--- src/rtl/imem_loader.sv ---
// -----------------------------------------------------------------------------
// imem_loader
//   Boot-time writer for the instruction memory. Consumes a framed byte stream
//   from the host link:
//     LEN_LO, LEN_HI (N words, 16-bit little-endian),
//     4*N payload bytes, CSUM (XOR of all payload bytes).
//   The payload is packed into 32-bit little-endian words. The words are written
//   to consecutive addresses starting at 0 through a single synchronous write
//   port.
//
// Ports
//   clk       system clock, rising edge
//   rst       asynchronous, active-high reset
//   start     one-cycle pulse; arms the loader from IDLE/DONE/ERROR
//   in_data   stream byte
//   in_valid  in_data is valid
//   in_ready  loader accepts a byte (transfer = in_valid & in_ready)
//   wr_addr   word address of the current write
//   wr_data   word to write
//   wr_en     write strobe, one cycle per word
//   busy      a frame is in progress (LEN0..CSUM)
//   done      frame loaded and checksum matched (sticky until start/rst)
//   error     oversize length or checksum mismatch (sticky until start/rst)
// -----------------------------------------------------------------------------
module imem_loader #(
    parameter int ADDR_WIDTH = 10
) (
    input  logic                  clk,
    input  logic                  rst,
    input  logic                  start,
    input  logic [7:0]            in_data,
    input  logic                  in_valid,
    output logic                  in_ready,
    output logic [ADDR_WIDTH-1:0] wr_addr,
    output logic [31:0]           wr_data,
    output logic                  wr_en,
    output logic                  busy,
    output logic                  done,
    output logic                  error
);

    typedef enum logic [2:0] {
        S_IDLE,
        S_LEN0,
        S_LEN1,
        S_DATA,
        S_CSUM,
        S_DONE,
        S_ERROR
    } state_t;

    // Largest legal word count, widened by one bit so that N == 2**ADDR_WIDTH
    // can be represented and compared.
    localparam logic [16:0] CAPACITY = 17'(1) << ADDR_WIDTH;

    state_t      state;
    state_t      state_next;

    logic [15:0] length;
    logic [15:0] word_cnt;
    logic [15:0] word_cnt_inc;
    logic [1:0]  lane;
    logic [7:0]  checksum;
    logic [23:0] byte_buf;     // first three bytes of the word being assembled

    logic        accept;
    logic        arm;
    logic [15:0] len_full;
    logic        len_oversize;
    logic        len_zero;
    logic        word_last;

    // Moore outputs: both are decoded from the registered state only.
    assign in_ready = (state == S_LEN0) || (state == S_LEN1) ||
                      (state == S_DATA) || (state == S_CSUM);
    assign busy     = in_ready;

    assign accept       = in_valid & in_ready;
    assign arm          = start && ((state == S_IDLE) || (state == S_DONE) ||
                                    (state == S_ERROR));
    // The word count is complete once the high byte is on the bus in LEN1.
    assign len_full     = {in_data, length[7:0]};
    assign len_oversize = {1'b0, len_full} > CAPACITY;
    assign len_zero     = (len_full == 16'd0);
    assign word_cnt_inc = word_cnt + 16'd1;
    assign word_last    = (word_cnt_inc == length);

    // State register.
    always_ff @(posedge clk or posedge rst) begin
        if (rst) begin
            state <= S_IDLE;
        end else begin
            // NOTE: every clocked process uses non-blocking assignments so that
            // all registers update from the same pre-edge values.
            state <= state_next;
        end
    end

    // Next-state logic.
    always_comb begin
        // NOTE: the default assignment comes first so that every path through
        // the case assigns state_next and no latch is inferred.
        state_next = state;
        unique case (state)
            S_IDLE, S_DONE, S_ERROR: begin
                if (start) state_next = S_LEN0;
            end
            S_LEN0: begin
                if (accept) state_next = S_LEN1;
            end
            S_LEN1: begin
                if (accept) begin
                    if (len_oversize)  state_next = S_ERROR;
                    else if (len_zero) state_next = S_CSUM;
                    else               state_next = S_DATA;
                end
            end
            S_DATA: begin
                if (accept && (lane == 2'd3) && word_last) state_next = S_CSUM;
            end
            S_CSUM: begin
                if (accept) state_next = (in_data == checksum) ? S_DONE : S_ERROR;
            end
            default: state_next = S_IDLE;
        endcase
    end

    // Datapath: length capture, word assembly, write port, checksum and flags.
    always_ff @(posedge clk or posedge rst) begin
        if (rst) begin
            length   <= '0;
            word_cnt <= '0;
            lane     <= '0;
            checksum <= '0;
            byte_buf <= '0;
            wr_en    <= 1'b0;
            wr_addr  <= '0;
            wr_data  <= '0;
            done     <= 1'b0;
            error    <= 1'b0;
        end else begin
            // The strobe is a single-cycle pulse. wr_addr and wr_data hold their value.
            wr_en <= 1'b0;

            if (arm) begin
                length   <= '0;
                word_cnt <= '0;
                lane     <= '0;
                checksum <= '0;
                done     <= 1'b0;
                error    <= 1'b0;
            end

            if (accept) begin
                unique case (state)
                    S_LEN0: length[7:0] <= in_data;
                    S_LEN1: begin
                        length[15:8] <= in_data;
                        if (len_oversize) error <= 1'b1;
                    end
                    S_DATA: begin
                        checksum <= checksum ^ in_data;
                        lane     <= lane + 2'd1;
                        unique case (lane)
                            2'd0: byte_buf[7:0]   <= in_data;
                            2'd1: byte_buf[15:8]  <= in_data;
                            2'd2: byte_buf[23:16] <= in_data;
                            default: begin
                                // Fourth byte completes the word. It is written on
                                // the next edge, which may coincide with the
                                // CSUM byte being accepted.
                                wr_en    <= 1'b1;
                                wr_addr  <= word_cnt[ADDR_WIDTH-1:0];
                                wr_data  <= {in_data, byte_buf};
                                word_cnt <= word_cnt_inc;
                            end
                        endcase
                    end
                    S_CSUM: begin
                        if (in_data == checksum) done  <= 1'b1;
                        else                     error <= 1'b1;
                    end
                    default: ;
                endcase
            end
        end
    end

endmodule

--- config.mk ---
export PLATFORM = sky130hd
export DESIGN_NAME = imem_loader
export DESIGN_NICKNAME = d
export VERILOG_FILES = /design/src/rtl/imem_loader.sv
export SDC_FILE = /design/constraint.sdc
export NUM_CORES = 1
export LEC_CHECK = 0
export ABC_AREA = 1
export BUFFER_PORTS_ARGS = -buffer_cell sky130_fd_sc_hd__buf_2
export CORE_AREA = 3 3 150 79
export DETAILED_ROUTE_END_ITERATION = 16
export DIE_AREA = 0 0 153 82
export PLACE_DENSITY = 0.74
export SLEW_MARGIN = 20
export SYNTH_ARGS = -nofsm -noshare
export SYNTH_HDL_FRONTEND = slang
export SYNTH_SLANG_ARGS = --single-unit
--- constraint.sdc ---
create_clock -name clk -period 3.6 [get_ports clk]
set_input_delay 0.36 -clock clk [delete_from_list [all_inputs] [get_ports clk]]
set_output_delay 0.36 -clock clk [all_outputs]
set_load 0.05 [all_outputs]
[Word level (Yosys, flattened, before mapping)]
Cells that the tools add are included.
Storage, ports and cells
  register bits: 114
  word-level logic and storage cells: 88
  output and inout port bits: 47
  input bits: 12
Cells by class
  magnitude comparators: 1
  equality and inequality tests: 16
  bitwise operators: 3
  mux-type cells: 35
  add/subtract/negate cells: 2
  reduce and logical (&&, ||, !) cells: 18
Operator list (number)
  $mux W16: 6
  $mux W8: 5
  $mux W3: 7
  $add A16 B1 Y16 const B: 1
  $eq A16 B16 Y1: 1
  $gt A16 B11 Y1 const B: 1
  $logic_not A16 Y1: 1
  $pmux W3 S5: 1
  $reduce_and A3 Y1: 4
  $mux W1: 11
  $eq A3 B3 Y1 const B: 3
  $eq A8 B8 Y1: 1
  $mux W2: 4
  $ne A2 B2 Y1 const B: 4
  $xor A8 B8 Y8: 1
  $eq A3 B2 Y1 const B: 2
  $reduce_or A3 Y1: 2
  $logic_or A1 B1 Y1: 5
  $reduce_and A5 Y1: 1
  $eq A2 B2 Y1 const B: 2
  $eq A3 B1 Y1 const B: 1
  $logic_and A1 B1 Y1: 3
  $logic_not A3 Y1: 1
  $add A2 B1 Y2 const B: 1
  other kinds (6): 6

[Depth between registers and ports, before layout]
Gate-level depths: netlist of run 1.
  depth after elaboration: 9
  gate-level depth with buffers: 17
  depth with buffers taken out: 17

[Least setup slack after synthesis of run 1]
Ideal clock, no wire load.
  path kind: reg2reg
  from: register word_cnt[0]
  to: register state[0]
  cell stages (with the launch flop): 17
  setup slack: 1.786 ns
  data arrival time: 1.698 ns
  library setup time: 0.117 ns
  buffers on the path: 0
  cell sequence: dfrtp_1 > ha_1 > nand2_1 > nor2_4 > nand2_2 > nand2_2 > nand2_1 > nand2_1 > nand2_1 > nor2_1 > nand3_1 > nor2_1 > nand2_1 > nand2_2 > nand2_1 > nand2_1 > nand2_1
Between the ends
  cells in the longest elaborated chain, start to end: 5
RTL lines
  from (decl): line 60  | logic [15:0] word_cnt;
  from (signal assigned): line 175  | word_cnt <= word_cnt_inc;
  $add A16 B1 Y16: line 85  | assign word_cnt_inc = word_cnt + 16'd1;
  $eq A16 B16 Y1: line 86  | assign word_last = (word_cnt_inc == length);
  $logic_and A1 B1 Y1: line 119  | if (accept && (lane == 2'd3) && word_last) state_next = S_CSUM;
  $ne A2 B1 Y1 (no source line)
  $reduce_and A5 Y1 (no source line)
  to (signal assigned): line 95  | state <= state_next;
  to (decl): line 56  | state_t state;
No other way between the ends.
A chain may end at the register's enable or synchronous reset.

[Final worst setup path of run 1]
  from: register state[2]
  to: register word_cnt[10]
Between the ends
  cells in the longest elaborated chain, start to end: 8
RTL lines
  $eq A3 B3 Y1 / $logic_not A3 Y1 (equally long branches): line 79  | assign arm = start && ((state == S_IDLE) || (state == S_DONE) ||
  $logic_or A1 B1 Y1 (2 in a row): line 79
  $logic_and A1 B1 Y1: line 79
  $mux W16: line 145  | if (arm) begin
  $mux W16: line 164  | unique case (lane)
  $mux W16: line 155  | unique case (state)
  $mux W16 (*): line 154  | if (accept) begin
Mark *: on every way between the ends. The rest lies on a longest branch, timed or not.

==> out/results.tsv, run 1 <==
stage	metric	value	unit
status	status	finished clean	
hold_path	worstHoldPathType	in -> async	
logic_synthesis	yosys.area.top_type	dfrtp_1	
layout	fin_area	0.00636	mm^2
route	vias	4699	
logic_synthesis	syn-num-nets	668	
placement	dp_slack	1240	ps
clocking	clkTransAtPathRegs	60	ps
clocking	clock_latency	410	ps
logic_synthesis	ys_warn_count	0	
floorplanning	chipHeight	82	um
timing	timing.final.ws_setup	1200	ps
logic_synthesis	ys_seq_elements	114	
floorplanning	io_pins	59	
critical_path	critPathMaxStageDelay	600	ps
logic_synthesis	synth_area_per_cell	8.19	um^2
clocking	numCtsBuffers	17	
clocking	cts-root-buf	clkbuf_16	
timing	fin_setup_tns	0	ps
timing	setup_viol_count_final	0	
logic_synthesis	synthCells	650	
timing	fin_crit_sh	66.6	%
power	leakage	3.29	nW
floorplanning	rows	27	
critical_path	crit_chain	nor3_2 > inv_1 > nor2_2 > buf_4 > nand2_2 > nand2_1 > o21ai_0	
clocking	postCtsSetupRepairBufs	0	
timing	slew_viol_final	0	
route	drc	0	
placement	place_area	0.00575	mm^2
route	ant_nets	0	
critical_path	critPathMaxFanout	23	
layout	n_antenna_cell	0	
route	wl_per_cell	15.9	um
grt	antenna_found_initial	0	
logic_synthesis	synth.distinct_cells	29	
logic_synthesis	yosys-top-cells-area	dfrtp_1 54%, nand2_1 16%, o21ai_0 6.2%, nand3_1 6.1%, inv_1 3.6%	
layout	fin_nets	728	
clocking	ctsHtreeMaxLevel	4	
clocking	cts_max_path_buffers	2	
timing	rsz0062_at_grt	no	
placement	portBuffers	58	
floorplanning	coreArea	0.0108	mm^2
route	drtIter0Drc	424	
logic_synthesis	synth_top_cell_area_share	53.6	%
critical_path	start_kind	flop	
clocking	cts_tree	done	
route	wl	13800	um
timing	tightestPinTransition	827	ps
grt	grt_pass1_vias	4229	
grt	grtUsageTotal	22.7	%
critical_path	worst_ep_required_time	3850	ps
route	viasPerCell	5.42	
timing	max_freq	417	MHz
timing	finalHoldViolCount	0	
floorplanning	start_util	49.4	%
floorplanning	die-area	0.0125	mm^2
power	ir_drop	0.716	mV
timing	clock_skew	8.13	ps
logic_synthesis	syn_area	0.00532	mm^2
clocking	cts.sinks	114	
layout	layout-drive-gt1-share	16.2	%
power	powerDensity	699	mW/mm^2
grt	grt-ovfl-total	0	
critical_path	crit_arrival	2640	ps
critical_path	cp-end-kind	flop	
layout	post-route-util	59.1	%
clocking	ctsHoldBuffers	0	
grt	grt_max_degree	65	
timing	period_minus_slack	2400	ps
clocking	post_cts_resized	0	
job	maxCapViolCount	0	
floorplanning	die_w	153	um
placement	dpl.hpwl	9500	um
grt	grt_pass1_wl	22000	um
layout	syn_to_final_growth	19.6	%
logic_synthesis	synth-seq-area-share	53.6	%
critical_path	path_class	reg -> reg	
timing	max_slew_margin	44.9	%
route	dr.pass1.iters	5	
critical_path	worst_path_max_delay_cell	nand2_1	
placement	routabilityCongestion	0.946	
-- path summary, 6_finish.rpt --
check / startpoint / cells past startpoint / slack, ps / endpoint
max: state[2] / 7 / 1200 / word_cnt[10]
min: rst / 2 / 110 / wr_addr[8]
max reg2reg: state[2] / 7 / 1200 / word_cnt[10]
min reg2reg: byte_buf[16] / 2 / 470 / wr_data[16]
max in group asynchronous: rst / 3 / 2720 / length[7]
min in group clk: in_data[7] / 4 / 280 / checksum[7]
-- power breakdown --
| group | internal, mW | switching (mW) | total [mW] | leakage (nW) |
|---|---|---|---|---|
| Combinational | 0.305 | 0.652 | 0.956 | 1.43 |
| Clock | 1.19 | 0.589 | 1.78 | 0.300 |
| Sequential | 1.52 | 0.187 | 1.71 | 1.56 |
| Total | 3.02 | 1.43 | 4.45 | 3.29 |
-- worst max-delay path, delay by kind of cell, from the launching register on --
| family | cells | cell delay [ps] |
|---|---|---|
| AND/OR/NAND/NOR | 4 | 1230 |
| flip-flops | 1 | 450 |
| buffers and inverters | 2 | 300 |
| AO/OA/AOI/OAI | 1 | 230 |
-- cell type report --
type	count	area, um^2
clock buffer	22	464
clock inverter	9	155
fill	908	4410
inverter	54	205
multi-input combinational	460	2170
sequential	114	2850
tap	145	181
timing repair buffer	63	340
-- synth_stat cells --
library cell	number
a21oi_1	3
nor2_2	6
o31ai_1	1
o21ai_1	1
nand3_1	65
xor2_1	8
nand3_2	1
inv_1	51
dfrtp_1	114
o22ai_1	10
ha_1	6
nand3b_1	5
nor4_1	3
clkbuf_1	11
nand2_2	8
buf_4	2
o21bai_1	1
nand2_1	231
nor2_4	4
nor3_2	1
inv_2	3
nand4_1	11
or2_2	2
buf_2	9
nor2_1	23
nor3_1	2
a31oi_1	1
a21o_1	1
o21ai_0	66
-- layout by cell type, fill, tap and decap left out, types with 5 or more instances in the layout --
cell       synthesis  routed
o21ai_0           66      66
xor2_1             8       8
inv_1             51      50
nand2_2            8       8
buf_2              9      58
nand2_1          231     231
clkbuf_16          0      17
o22ai_1           10      10
nor2_2             6       6
nand4_1           11      11
ha_1               6       6
nand3b_1           5       5
dfrtp_1          114     114
nand3_1           65      65
nor2_1            23      23
-- flip-flops by register name, summed over array words and instances, names as in the netlist --
| register | flops |
|---|---|
| byte_buf | 24 |
| error | 1 |
| wr_data | 32 |
| wr_addr | 10 |
| checksum | 8 |
| done | 1 |
| state | 3 |
| length | 16 |
| lane | 2 |
| word_cnt | 16 |
| wr_en | 1 |
-- cells by family after synthesis --
logic type / Yosys count / synth area share (%)
buffers and inverters: 76 / 5.71
flip-flops: 114 / 53.6
adder cells (fa/ha/maj): 6 / 1.41
AND/OR/NAND/NOR: 362 / 29.7
AO/OA/AOI/OAI: 84 / 8.30
XOR/XNOR: 8 / 1.32
-- stage by stage --
step / power (mW) / hold slack [ps] / cells
2_1_floorplan: 2.43 / 442 / 650
3_3_place_gp: 2.63 / 456 / 836
3_5_place_dp: 2.67 / 456 / 836
4_1_cts: 4.45 / 143 / 867
5_1_grt: 4.67 / 194 / 867
6_report: 4.45 / 112 / 867
-- metal layers --
metal | share of wire, % | track usage, % | vias to the layer above
li1 | - | - | 2238
met1 | 50 | 34.9 | 2249
met2 | 39 | 30.4 | 193
met3 | 8.9 | 6.11 | 19
met4 | 1.1 | 7.73 | 0
met5 | 0 | 0 | -
No activity file was read; power rests on OpenSTA's default activity.
==> inputs of run 2 (changes only) <==
==> constraint.sdc (replaced) <==
create_clock -name clk -period 2.3 [get_ports clk]
set_input_delay 0.23 -clock clk [delete_from_list [all_inputs] [get_ports clk]]
set_output_delay 0.23 -clock clk [all_outputs]
set_load 0.05 [all_outputs]
==> out/results.tsv, run 2 (synthesis gave the netlist of run 1 again) <==
stage	metric	value	unit	change
critical_path	path_common_cell	nand2_1		
power	pwr-share-comb	23.1	%	+1.6 points
critical_path	worst_ep_required_time	2600	ps	-1250 ps
floorplanning	start_util	49.4	%	unchanged
placement	routabilityCongestion	0.897		-5.2%
critical_path	critPathMaxFanout	7		-70%
timing	setup_viol_count_final	0		unchanged
route	dr.pass1.iters	5		unchanged
grt	grt_pass1_vias	4359		+3.1%
clocking	cts_max_path_buffers	2		unchanged
power	p_sw_share	34.0	%	+1.9 points
grt	antenna_found_initial	0		unchanged
critical_path	path_buf_inv	0		-2
critical_path	start_kind	flop		
floorplanning	coreArea	0.0108	mm^2	unchanged
route	viasPerCell	5.45		+0.54%
timing	tightestPinTransition	723	ps	-104 ps
critical_path	cp-end-kind	flop		
power	powerDensity	1050	mW/mm^2	+51%
hold_path	worstHoldPathType	in -> reg		
layout	fin_nets	735		+0.96%
layout	multiInputGateArea	0.00217	mm^2	+0.23%
timing	finalHoldViolCount	0		unchanged
clocking	numCtsBuffers	17		unchanged
layout	final_cells	875		+0.92%
clocking	ctsHtreeMaxLevel	4		unchanged
clocking	postCtsSetupRepairBufs	0		unchanged
grt	grt-ovfl-total	0		unchanged
timing	max_slew_margin	51.7	%	+6.9 points
status	status	finished clean		
floorplanning	die-area	0.0125	mm^2	unchanged
layout	largest_reg_flops	32		unchanged
floorplanning	io_pins	59		unchanged
power	p_int	4.46	mW	+48%
route	ant_nets	0		unchanged
power	p_sw	2.30	mW	+61%
layout	final_common_cell	nand2_1		
grt	grtUsageTotal	23.1	%	+0.37 points
timing	rsz0062_at_grt	no		
timing	fin_setup_tns	0	ps	unchanged
floorplanning	die_w	153	um	unchanged
critical_path	crit_chain	ha_1 > nand2_1 > nor2_4 > nand2_2 > nand2_2 > nand2_1 > nand2_1 > nand2_1 > nor2_1 > nand3_1 > nor2_1 > nand2_1 > nand2_2 > nand2_1 > nand2_1 > nand2_1		
route	vias	4768		+1.5%
layout	layout-drive-gt1-share	17.4	%	+1.2 points
timing	max_freq	475	MHz	+14%
layout	top_regs	wr_data: 32 flops, byte_buf: 24 flops		
layout	fillers	944		+4.0%
layout	syn_to_final_growth	20.3	%	
critical_path	path_class	reg -> reg		
critical_path	crit_arrival	2410	ps	-230 ps
timing	period_minus_slack	2100	ps	-292 ps
route	wl_per_cell	15.8	um	-0.51%
power	sequentialPowerShare	39.7	%	+1.2 points
clocking	cts-root-buf	clkbuf_16		
grt	grt_pass1_wl	22400	um	+1.9%
route	drc	0		unchanged
power	pwr-share-clk	37.2	%	-2.8 points
timing	clock_skew	7.15	ps	-0.980 ps
placement	place_inst	842		+0.72%
placement	portBuffers	58		unchanged
layout	regMostFlops	wr_data		
route	wl	13800	um	+0.41%
timing	fin_crit_sh	91.5	%	+25 points
clocking	clkTransAtPathRegs	50	ps	about the same
power	leakage	3.30	nW	+0.33%
grt	grt_max_degree	45		-31%
floorplanning	rows	27		unchanged
layout	n_antenna_cell	0		unchanged
layout	layout_common_cells	231 x nand2_1, 114 x dfrtp_1, 66 x o21ai_0		
critical_path	worst_path_max_delay_cell	dfrtp_1		
layout	ff_latch_area	0.00285	mm^2	unchanged
timing	slew_viol_final	0		unchanged
floorplanning	chipHeight	82	um	unchanged
critical_path	crit_family	simple AND/OR/NAND/NOR gates		
clocking	clock_latency	410	ps	about the same
power	ir_drop	1.10	mV	+53%
job	maxCapViolCount	0		unchanged
route	drtIter0Drc	558		+32%
clocking	cts.sinks	114		unchanged
placement	dpl.hpwl	9750	um	+2.6%
critical_path	critPathMaxStageDelay	390	ps	-210 ps
clocking	cts_tree	done		
## run 2: what timing repair did
action / 4_1_cts / 5_1_grt
endpoints found under the hold margin: 27 / 0
resized for setup: 0 / 1
endpoints found under the setup margin: 0 / 2
hold buffers: 1 / 0
## run 2: final timing paths
kind	from	endpoint	slack, ps	cells after the start
worst max-delay path	word_cnt[1]	state[1]	200	16
worst min-delay path	in_data[1]	checksum[1]	150	4
worst max register to register	word_cnt[1]	state[1]	200	16
worst min register to register	byte_buf[10]	wr_data[10]	470	2
max in group asynchronous	rst	wr_data[21]	1130	4
min in group asynchronous	rst	word_cnt[5]	480	3
## run 2: final cells by class
cell class / count / area share [%]
clock buffer: 20 / 7.29
clock inverter: 12 / 1.66
inverter: 54 / 3.22
multi-input combinational: 460 / 33.9
sequential: 114 / 44.5
tap: 145 / 2.83
timing repair buffer: 70 / 6.56
## run 2: through the flow
stage	instance area, um^2	util, %	hold WS, ps	setup WS [ps]	total power [mW]
after floorplan	5330	-	429	486	3.80
after global placement	5820	54.0	372	362	4.13
after detailed placement	5820	54.0	379	263	4.22
after CTS	6400	59.4	135	242	6.75
after global routing	6400	59.4	179	4.42	7.10
final	6400	59.4	150	195	6.75
## run 2: per-layer routing
layer	GRT usage (%)	routed length [um]	share of wire (%)	vias to the layer above
met5	0	0	0	-
met4	8.00	151	1.1	0
met3	6.05	1270	9.2	19
met2	32.2	5790	42	229
met1	34.7	6600	48	2273
li1	-	-	-	2247
## run 2: power by group through the flow
stage | Combinational, mW | Sequential, mW | Clock (mW)
floorplan | 1.10 | 2.70 | 0
global placement | 1.46 | 2.68 | 0
detailed placement | 1.52 | 2.70 | 0
CTS | 1.54 | 2.67 | 2.53
global route | 1.74 | 2.72 | 2.64
finish | 1.56 | 2.68 | 2.52
## run 2: worst reg2reg max path: stages (launching register included)
cell and delay [ps]:
dfrtp_1 390, ha_1 220, nand2_1 130, nor2_4 200
nand2_2 110, nand2_2 70, nand2_1 60, nand2_1 60
nand2_1 50, nor2_1 100, nand3_1 110, nor2_1 110
nand2_1 90, nand2_2 100, nand2_1 80, nand2_1 80
nand2_1 50
